===== src/rtl/text_char_if.sv =====
// Overlay-renderer, font-ROM and host-write signals of the character text buffer.
// The master side drives lookups and writes and returns ROM data; the slave side is the buffer.
interface text_char_if;
    logic [7:0]  char_xy;
    logic [3:0]  char_line;
    logic [7:0]  char_pixels;
    logic [10:0] font_addr;
    logic [7:0]  font_data;
    logic        wr_valid;
    logic [6:0]  wr_char;
    logic        wr_ready;
    logic        cur_load;
    logic [7:0]  cur_xy;
    logic        clr_req;
    logic        busy;
    logic [7:0]  cursor;

    modport master (
        output char_xy, char_line, font_data, wr_valid, wr_char, cur_load, cur_xy, clr_req,
        input  char_pixels, font_addr, wr_ready, busy, cursor
    );

    modport slave (
        input  char_xy, char_line, font_data, wr_valid, wr_char, cur_load, cur_xy, clr_req,
        output char_pixels, font_addr, wr_ready, busy, cursor
    );
endinterface


===== src/rtl/text_char_buffer.sv =====
// 16x16 character page with a fixed 3-cycle font lookup pipeline, a host write port
// with auto-incrementing cursor, and a clear-screen sequencer.
module text_char_buffer #(
    parameter logic [6:0] CLEAR_CHAR     = 7'h20,
    parameter bit         CLEAR_ON_RESET = 1'b1
) (
    input  logic         pclk,
    input  logic         rst,
    text_char_if.slave   bus
);

    typedef enum logic [0:0] {
        ST_IDLE  = 1'b0,
        ST_CLEAR = 1'b1
    } state_t;

    function automatic logic [10:0] pack_font_addr(input logic [6:0] code, input logic [3:0] line);
        return {code, line};
    endfunction

    logic [6:0]  ram_r [0:255];
    logic [6:0]  code_r;
    logic [3:0]  line_r;
    logic [10:0] font_addr_r;
    logic [7:0]  char_pixels_r;

    state_t      state_r;
    state_t      next_state_s;
    logic [7:0]  clr_cnt_r;
    logic [7:0]  clr_cnt_nxt_s;
    logic [7:0]  cursor_r;
    logic [7:0]  cursor_nxt_s;
    logic        wr_ready_r;
    logic        busy_r;

    logic        ram_we_s;
    logic [7:0]  ram_waddr_s;
    logic [6:0]  ram_wdata_s;
    logic [7:0]  wr_addr_s;

    // Page RAM: single write port, read-first so a same-edge write returns the old code
    always_ff @(posedge pclk) begin
        code_r <= ram_r[bus.char_xy];
        if (ram_we_s && !rst) begin
            ram_r[ram_waddr_s] <= ram_wdata_s;
        end
    end

    // Font lookup pipeline, free-running regardless of FSM state
    always_ff @(posedge pclk) begin
        if (rst) begin
            line_r        <= 4'h0;
            font_addr_r   <= 11'h000;
            char_pixels_r <= 8'h00;
        end else begin
            line_r        <= bus.char_line;
            font_addr_r   <= pack_font_addr(code_r, line_r);
            char_pixels_r <= bus.font_data;
        end
    end

    // FSM state, counters and registered status decodes
    always_ff @(posedge pclk) begin
        if (rst) begin
            if (CLEAR_ON_RESET) begin
                state_r <= ST_CLEAR;
            end else begin
                state_r <= ST_IDLE;
            end
            clr_cnt_r  <= 8'h00;
            cursor_r   <= 8'h00;
            busy_r     <= CLEAR_ON_RESET;
            wr_ready_r <= !CLEAR_ON_RESET;
        end else begin
            state_r    <= next_state_s;
            clr_cnt_r  <= clr_cnt_nxt_s;
            cursor_r   <= cursor_nxt_s;
            busy_r     <= (next_state_s == ST_CLEAR);
            wr_ready_r <= (next_state_s == ST_IDLE);
        end
    end

    // Next-state, cursor update and RAM write-port selection
    always_comb begin
        next_state_s  = state_r;
        clr_cnt_nxt_s = clr_cnt_r;
        cursor_nxt_s  = cursor_r;
        ram_we_s      = 1'b0;
        ram_waddr_s   = 8'h00;
        ram_wdata_s   = 7'h00;
        // A cursor load in the same cycle as a write redirects that write
        wr_addr_s     = bus.cur_load ? bus.cur_xy : cursor_r;

        case (state_r)
            ST_IDLE: begin
                if (bus.clr_req) begin
                    next_state_s  = ST_CLEAR;
                    clr_cnt_nxt_s = 8'h00;
                end else if (bus.wr_valid && wr_ready_r) begin
                    ram_we_s     = 1'b1;
                    ram_waddr_s  = wr_addr_s;
                    ram_wdata_s  = bus.wr_char;
                    cursor_nxt_s = wr_addr_s + 8'd1;
                end else if (bus.cur_load) begin
                    cursor_nxt_s = bus.cur_xy;
                end else begin
                    cursor_nxt_s = cursor_r;
                end
            end
            ST_CLEAR: begin
                ram_we_s      = 1'b1;
                ram_waddr_s   = clr_cnt_r;
                ram_wdata_s   = CLEAR_CHAR;
                clr_cnt_nxt_s = clr_cnt_r + 8'd1;
                if (clr_cnt_r == 8'hFF) begin
                    next_state_s = ST_IDLE;
                    cursor_nxt_s = 8'h00;
                end else begin
                    next_state_s = ST_CLEAR;
                end
            end
            default: begin
                next_state_s = ST_IDLE;
            end
        endcase
    end

    assign bus.char_pixels = char_pixels_r;
    assign bus.font_addr   = font_addr_r;
    assign bus.wr_ready    = wr_ready_r;
    assign bus.busy        = busy_r;
    assign bus.cursor      = cursor_r;

endmodule


===== src/flat_wrapper.sv =====
// flat-port wrapper written by rule: the top's interface ports become plain ports
module text_char_buffer_flat 
#(
    parameter logic [6:0] CLEAR_CHAR     = 7'h20,
    parameter bit         CLEAR_ON_RESET = 1'b1
)
  (pclk, rst, bus_char_xy, bus_char_line, bus_font_data, bus_wr_valid, bus_wr_char, bus_cur_load, bus_cur_xy, bus_clr_req, bus_char_pixels, bus_font_addr, bus_wr_ready, bus_busy, bus_cursor);
  text_char_if bus_i ();
  input  logic pclk;
  input  logic rst;
  input wire logic [$bits(bus_i.char_xy)-1:0] bus_char_xy;
  input wire logic [$bits(bus_i.char_line)-1:0] bus_char_line;
  input wire logic [$bits(bus_i.font_data)-1:0] bus_font_data;
  input wire logic [$bits(bus_i.wr_valid)-1:0] bus_wr_valid;
  input wire logic [$bits(bus_i.wr_char)-1:0] bus_wr_char;
  input wire logic [$bits(bus_i.cur_load)-1:0] bus_cur_load;
  input wire logic [$bits(bus_i.cur_xy)-1:0] bus_cur_xy;
  input wire logic [$bits(bus_i.clr_req)-1:0] bus_clr_req;
  output wire logic [$bits(bus_i.char_pixels)-1:0] bus_char_pixels;
  output wire logic [$bits(bus_i.font_addr)-1:0] bus_font_addr;
  output wire logic [$bits(bus_i.wr_ready)-1:0] bus_wr_ready;
  output wire logic [$bits(bus_i.busy)-1:0] bus_busy;
  output wire logic [$bits(bus_i.cursor)-1:0] bus_cursor;
  assign bus_i.char_xy = bus_char_xy;
  assign bus_i.char_line = bus_char_line;
  assign bus_i.font_data = bus_font_data;
  assign bus_i.wr_valid = bus_wr_valid;
  assign bus_i.wr_char = bus_wr_char;
  assign bus_i.cur_load = bus_cur_load;
  assign bus_i.cur_xy = bus_cur_xy;
  assign bus_i.clr_req = bus_clr_req;
  assign bus_char_pixels = bus_i.char_pixels;
  assign bus_font_addr = bus_i.font_addr;
  assign bus_wr_ready = bus_i.wr_ready;
  assign bus_busy = bus_i.busy;
  assign bus_cursor = bus_i.cursor;
  text_char_buffer #(.CLEAR_CHAR(CLEAR_CHAR), .CLEAR_ON_RESET(CLEAR_ON_RESET)) u_core (.pclk(pclk), .rst(rst), .bus(bus_i));
endmodule

===== config.mk =====
export PLATFORM = sky130hd
export DESIGN_NAME = text_char_buffer_flat
export DESIGN_NICKNAME = d
export VERILOG_FILES = /design/src/rtl/text_char_if.sv /design/src/rtl/text_char_buffer.sv /design/src/flat_wrapper.sv
export SDC_FILE = /design/constraint.sdc
export NUM_CORES = 2
export LEC_CHECK = 0
export ABC_CLOCK_PERIOD_IN_PS = 4700
export CAP_MARGIN = 10
export CORE_ASPECT_RATIO = 1.1
export CORE_UTILIZATION = 56
export CTS_CLUSTER_SIZE = 16
export DETAILED_ROUTE_END_ITERATION = 10
export GPL_TIMING_DRIVEN = 0
export PLACE_DENSITY = 0.72
export SYNTH_ARGS = -nofsm -noshare
export SYNTH_HDL_FRONTEND = slang
export SYNTH_SLANG_ARGS = --single-unit

===== constraint.sdc =====
create_clock -name pclk -period 4.7 [get_ports pclk]
set_input_delay 0.47 -clock pclk [delete_from_list [all_inputs] [get_ports pclk]]
set_output_delay 0.47 -clock pclk [all_outputs]
set_load 0.02 [all_outputs]

==> impl_metrics.csv <==
group,metric,value,unit
cts,cts.sink_count,1840,
setup_path,timing.critical_path.max_delay_family,"simple AND/OR/NAND/NOR gates",
synthesis,synth_flop_cell,"sky130_fd_sc_hd__edfxtp_1",
setup_path,timing_worst_setup_path_type,"reg2reg",
placement,buffer_ports.inserted,63,
sta,slew_violations,0,
run_status,status,"finished, violations left",
global_route,via_count_of_the_first_global_routing_pass,37700,
setup_path,data_required_time_at_the_worst_endpoint,5130,ps
cts,clk_pin_slew,60,ps
setup_path,critPathCaptureType,"register",
synthesis,syn-instance-count,3550,
sta,final_hold_viol_count,0,
cts,clock_insertion_delay_worst_skew,860,ps
final_layout,final_net_count,3854,
placement,gp_routability_congestion,1.00,
die,ios,69,
drt,first_iter_violations,6668,
synthesis,main_area_contributors_after_synthesis,"sky130_fd_sc_hd__edfxtp_1 75%, sky130_fd_sc_hd__mux4_2 12%, sky130_fd_sc_hd__mux2i_1 2.2%, sky130_fd_sc_hd__nor2_1 1.7%, sky130_fd_sc_hd__dfxtp_1 1.3%",
synthesis,syn-mean-instance-area,20.1,um2
run_status,failed_checks,"DRC, setup timing",
synthesis,synth_top_cell_area_share,0.753,
setup_path,worst_ep_arrival_time,5210,ps
cts,clock_path_buffers,3,
global_route,grt_max_degree,93,
sta,setup_violations,23,
setup_path,timing.critical_path.slowest_stage_cell,"sky130_fd_sc_hd__o32ai_1",
drt,met3_wire_length,27700,um
placement,dp_worst_setup_slack,-798,ps
drt,post_drt_via_cell_ratio,6.90,
global_route,gr_ovfl_total,0,
setup_path,critical_path_peak_fanout,10,
cts,cts-htree-levels,4,
hold_path,hp-start,"bus_char_line[1]",
sta,finClkSkew,60.4,ps
power,netSwitchingFraction,0.216,
run,max_cap_viol,0,
final_layout,layout.filler_cells,8326,
die,fp-row-count,137,
drt,routed_wl_per_cell,36.7,um
cts,cts_tree,"yes",
setup_path,crit_path_max_incr_delay,1080,ps
power,p_leak,26.8,nW
placement,placement.cell_area,74800,um2
cts,cts-root-buf,"sky130_fd_sc_hd__clkbuf_16",
sta,worst_pin_slew,1280,ps
power,power.internal,25.9,mW
setup_path,timing.critical_path.buf_inv,2,
synthesis,synth_largest_area_cell,"sky130_fd_sc_hd__edfxtp_1",
placement,dp_hpwl,137000,um
setup_path,path_cells,"nand4bb_1, clkbuf_1, o32ai_1, nand3_1, clkbuf_2, nor2_1",
die,initial_utilization,0.564,
synthesis,synth-seq-cells,1840,
sta,finalCritPeriodShare,1.02,
synthesis,mappedNetlistNets,3593,
setup_path,rr_startpoint,"u_core.state_r",
power,total_switching_power,7.11,mW
drt,highest_routed_metal_layer,"met5",
hold_path,holdCritPathClass,"in2reg",
die,core_area,127000,um2
synthesis,ys.warnings.count,0,
setup_path,critical_path.startpoint,"u_core.state_r",
power,pwr_density_cell,410,nW/um2
global_route,wire_length_of_the_first_global_routing_pass,285000,um
final_layout,design_area,80300,um2
global_route,grt_util_all_layers,0.323,
synthesis,syn-cell-area,71500,um2
sta,finalHoldWorstSlack,197,ps
power,comb_power_share,0.044,
final_layout,final_cells,5632,
die,dieArea,129000,um2
global_route,grt_antenna_before_repair,14,
drt,met1_length,72000,um
cts,numCtsBuffers,174,
power,power.total,33.0,mW
setup_path,critical_path.startpoint_type,"register",
drt,detail_route.first_pass.iterations,11,
drt,postRouteAntennaNets,0,
drt,drc_errors,4,
placement,numPlacedInstances,5303,
cts,hold_buffers_post_cts,0,
drt,dr_wl_met2,94800,um
synthesis,synth.yosys.seq_area_share,0.766,
power,clock_power_share,0.417,
sta,timing.fmax,209,MHz
sta,finalWorstSetupSlack,-85.3,ps
die,die_w,343,um
setup_path,reg2reg_slack,-90,ps
drt,num_vias,38800,
final_layout,final_layout_size_suffix_gt1_frac,0.199,
final_layout,synthToLayoutAreaGrowth,12.4,%
power,vdd.ir_drop.worst,380,uV
synthesis,synth_cell_types,64,
drt,wl,207000,um
synthesis,synth_enable_flop_cells,1792,
die,die_height,377,um
synthesis,asyncSetResetFlopFracSynth,0,
sta,rsz0062_at_grt,"false",
power,power.share.sequential,0.539,
sta,period_needed,4790,ps
sta,timing.slew.headroom,0.149,
## cell type report
cell class | count | area (um2) | share of cell area
clock buffers | 229 | 4670 | 0.0581
clock inverters | 87 | 815 | 0.0101
diodes | 13 | 32.5 | 0.000405
multi-input cells | 1485 | 15600 | 0.194
flip-flops and latches | 1840 | 54800 | 0.682
repair buffers | 85 | 1190 | 0.0148
plain buffers | 212 | 1150 | 0.0144
inverters | 13 | 48.8 | 0.000607
well taps | 1668 | 2090 | 0.0260
## cells in the mapped netlist (all sizes together), types with 7 or more instances
cell and instances:
o221ai 53, o22a 12, a22oi 25, nor2 320, inv 10, clkbuf 108, nor3 35, o21ai 53
and2 11, a211oi 20, nand3b 7, dfxtp 48, mux4 394, a22o 10, nand3 24, buf 104
nor2b 37, nand2 93, o32ai 8, a221oi 24, nor4 13, mux2i 155, a21oi 57, o22ai 53
edfxtp 1792, nand2b 7
## worst paths after layout
path | end | cells after the start
max | u_core.ram_r[63][3] | 6
min | u_core.line_r[1] | 2
max reg2reg | u_core.ram_r[63][3] | 6
min reg2reg | u_core.bus.font_addr[7] | 1
## timing repair
item | CTS | global route
resized for setup | 0 | 5
buffers inserted | 0 | 0
hold endpoints to repair | 0 | 0
endpoints found under the setup margin | 0 | 11
## per-stage QoR
| stage | util | setup TNS (ps) |
|---|---|---|
| 6_report | 0.634 | -1200 |
| 5_1_grt | 0.634 | 0 |
| 4_1_cts | 0.634 | 0 |
| 3_5_place_dp | 0.591 | -93090 |
| 3_3_place_gp | 0.586 | -3083880 |
| 2_1_floorplan | - | -35610 |
## cell families after synthesis
logic type | Yosys count | synth area share
AOI/OAI and AO/OA | 357 | 0.0351
buffers and inverters | 225 | 0.0165
xor gates and xnor gates | 6 | 0.000735
muxes | 555 | 0.147
and+or+nand+nor | 564 | 0.0343
DFF | 1840 | 0.766
adders and majority gates | 3 | 0.000525
## state kept, by name, summed over array words and instances (netlist names)
name                    flops
u_core.code_r               7
u_core.bus.font_addr       11
u_core.bus.wr_ready         1
u_core.clr_cnt_r            8
u_core.bus.cursor           8
u_core.line_r               4
u_core.ram_r             1792
u_core.bus.char_pixels      8
u_core.state_r              1
## power by group through the flow
stage,clock network [mW],registers [mW],logic [mW]
4_1_cts,13.7,17.8,1.41
5_1_grt,14.3,17.8,1.46
6_report,13.8,17.8,1.46
3_3_place_gp,0,18.1,1.38
2_1_floorplan,0,18.1,0.760
3_5_place_dp,0,18.1,1.40
## layout by cell type (no fill, tap or decap), drive strengths merged, types with 4 or more instances in the layout
master,count
clkinv,66
a22o,10
a22oi,25
a221oi,24
mux2,6
nor3,35
a311oi,5
o211ai,6
xnor2,4
o22a,12
edfxtp,1792
dfxtp,48
mux4,394
nand3b,7
inv,16
nor2b,37
diode,13
bufinv,11
a31o,6
nor4,13
and2,11
o2111ai,5
clkinvlp,7
a211oi,20
o221ai,53
o32ai,8
buf,126
nand2,93
a21oi,57
clkbuf,337
nand3,24
mux2i,155
o21ai,53
nand2b,7
nor2,320
o22ai,53
clkdlybuf4s50,63
## layer usage
metal | vias to the layer above | track usage
li1 | 15200 | -
met1 | 20000 | 0.425
met2 | 3018 | 0.486
met3 | 598 | 0.106
met4 | 12 | 0.166
met5 | - | 0.00265
(Power assumes the default switching activity.)
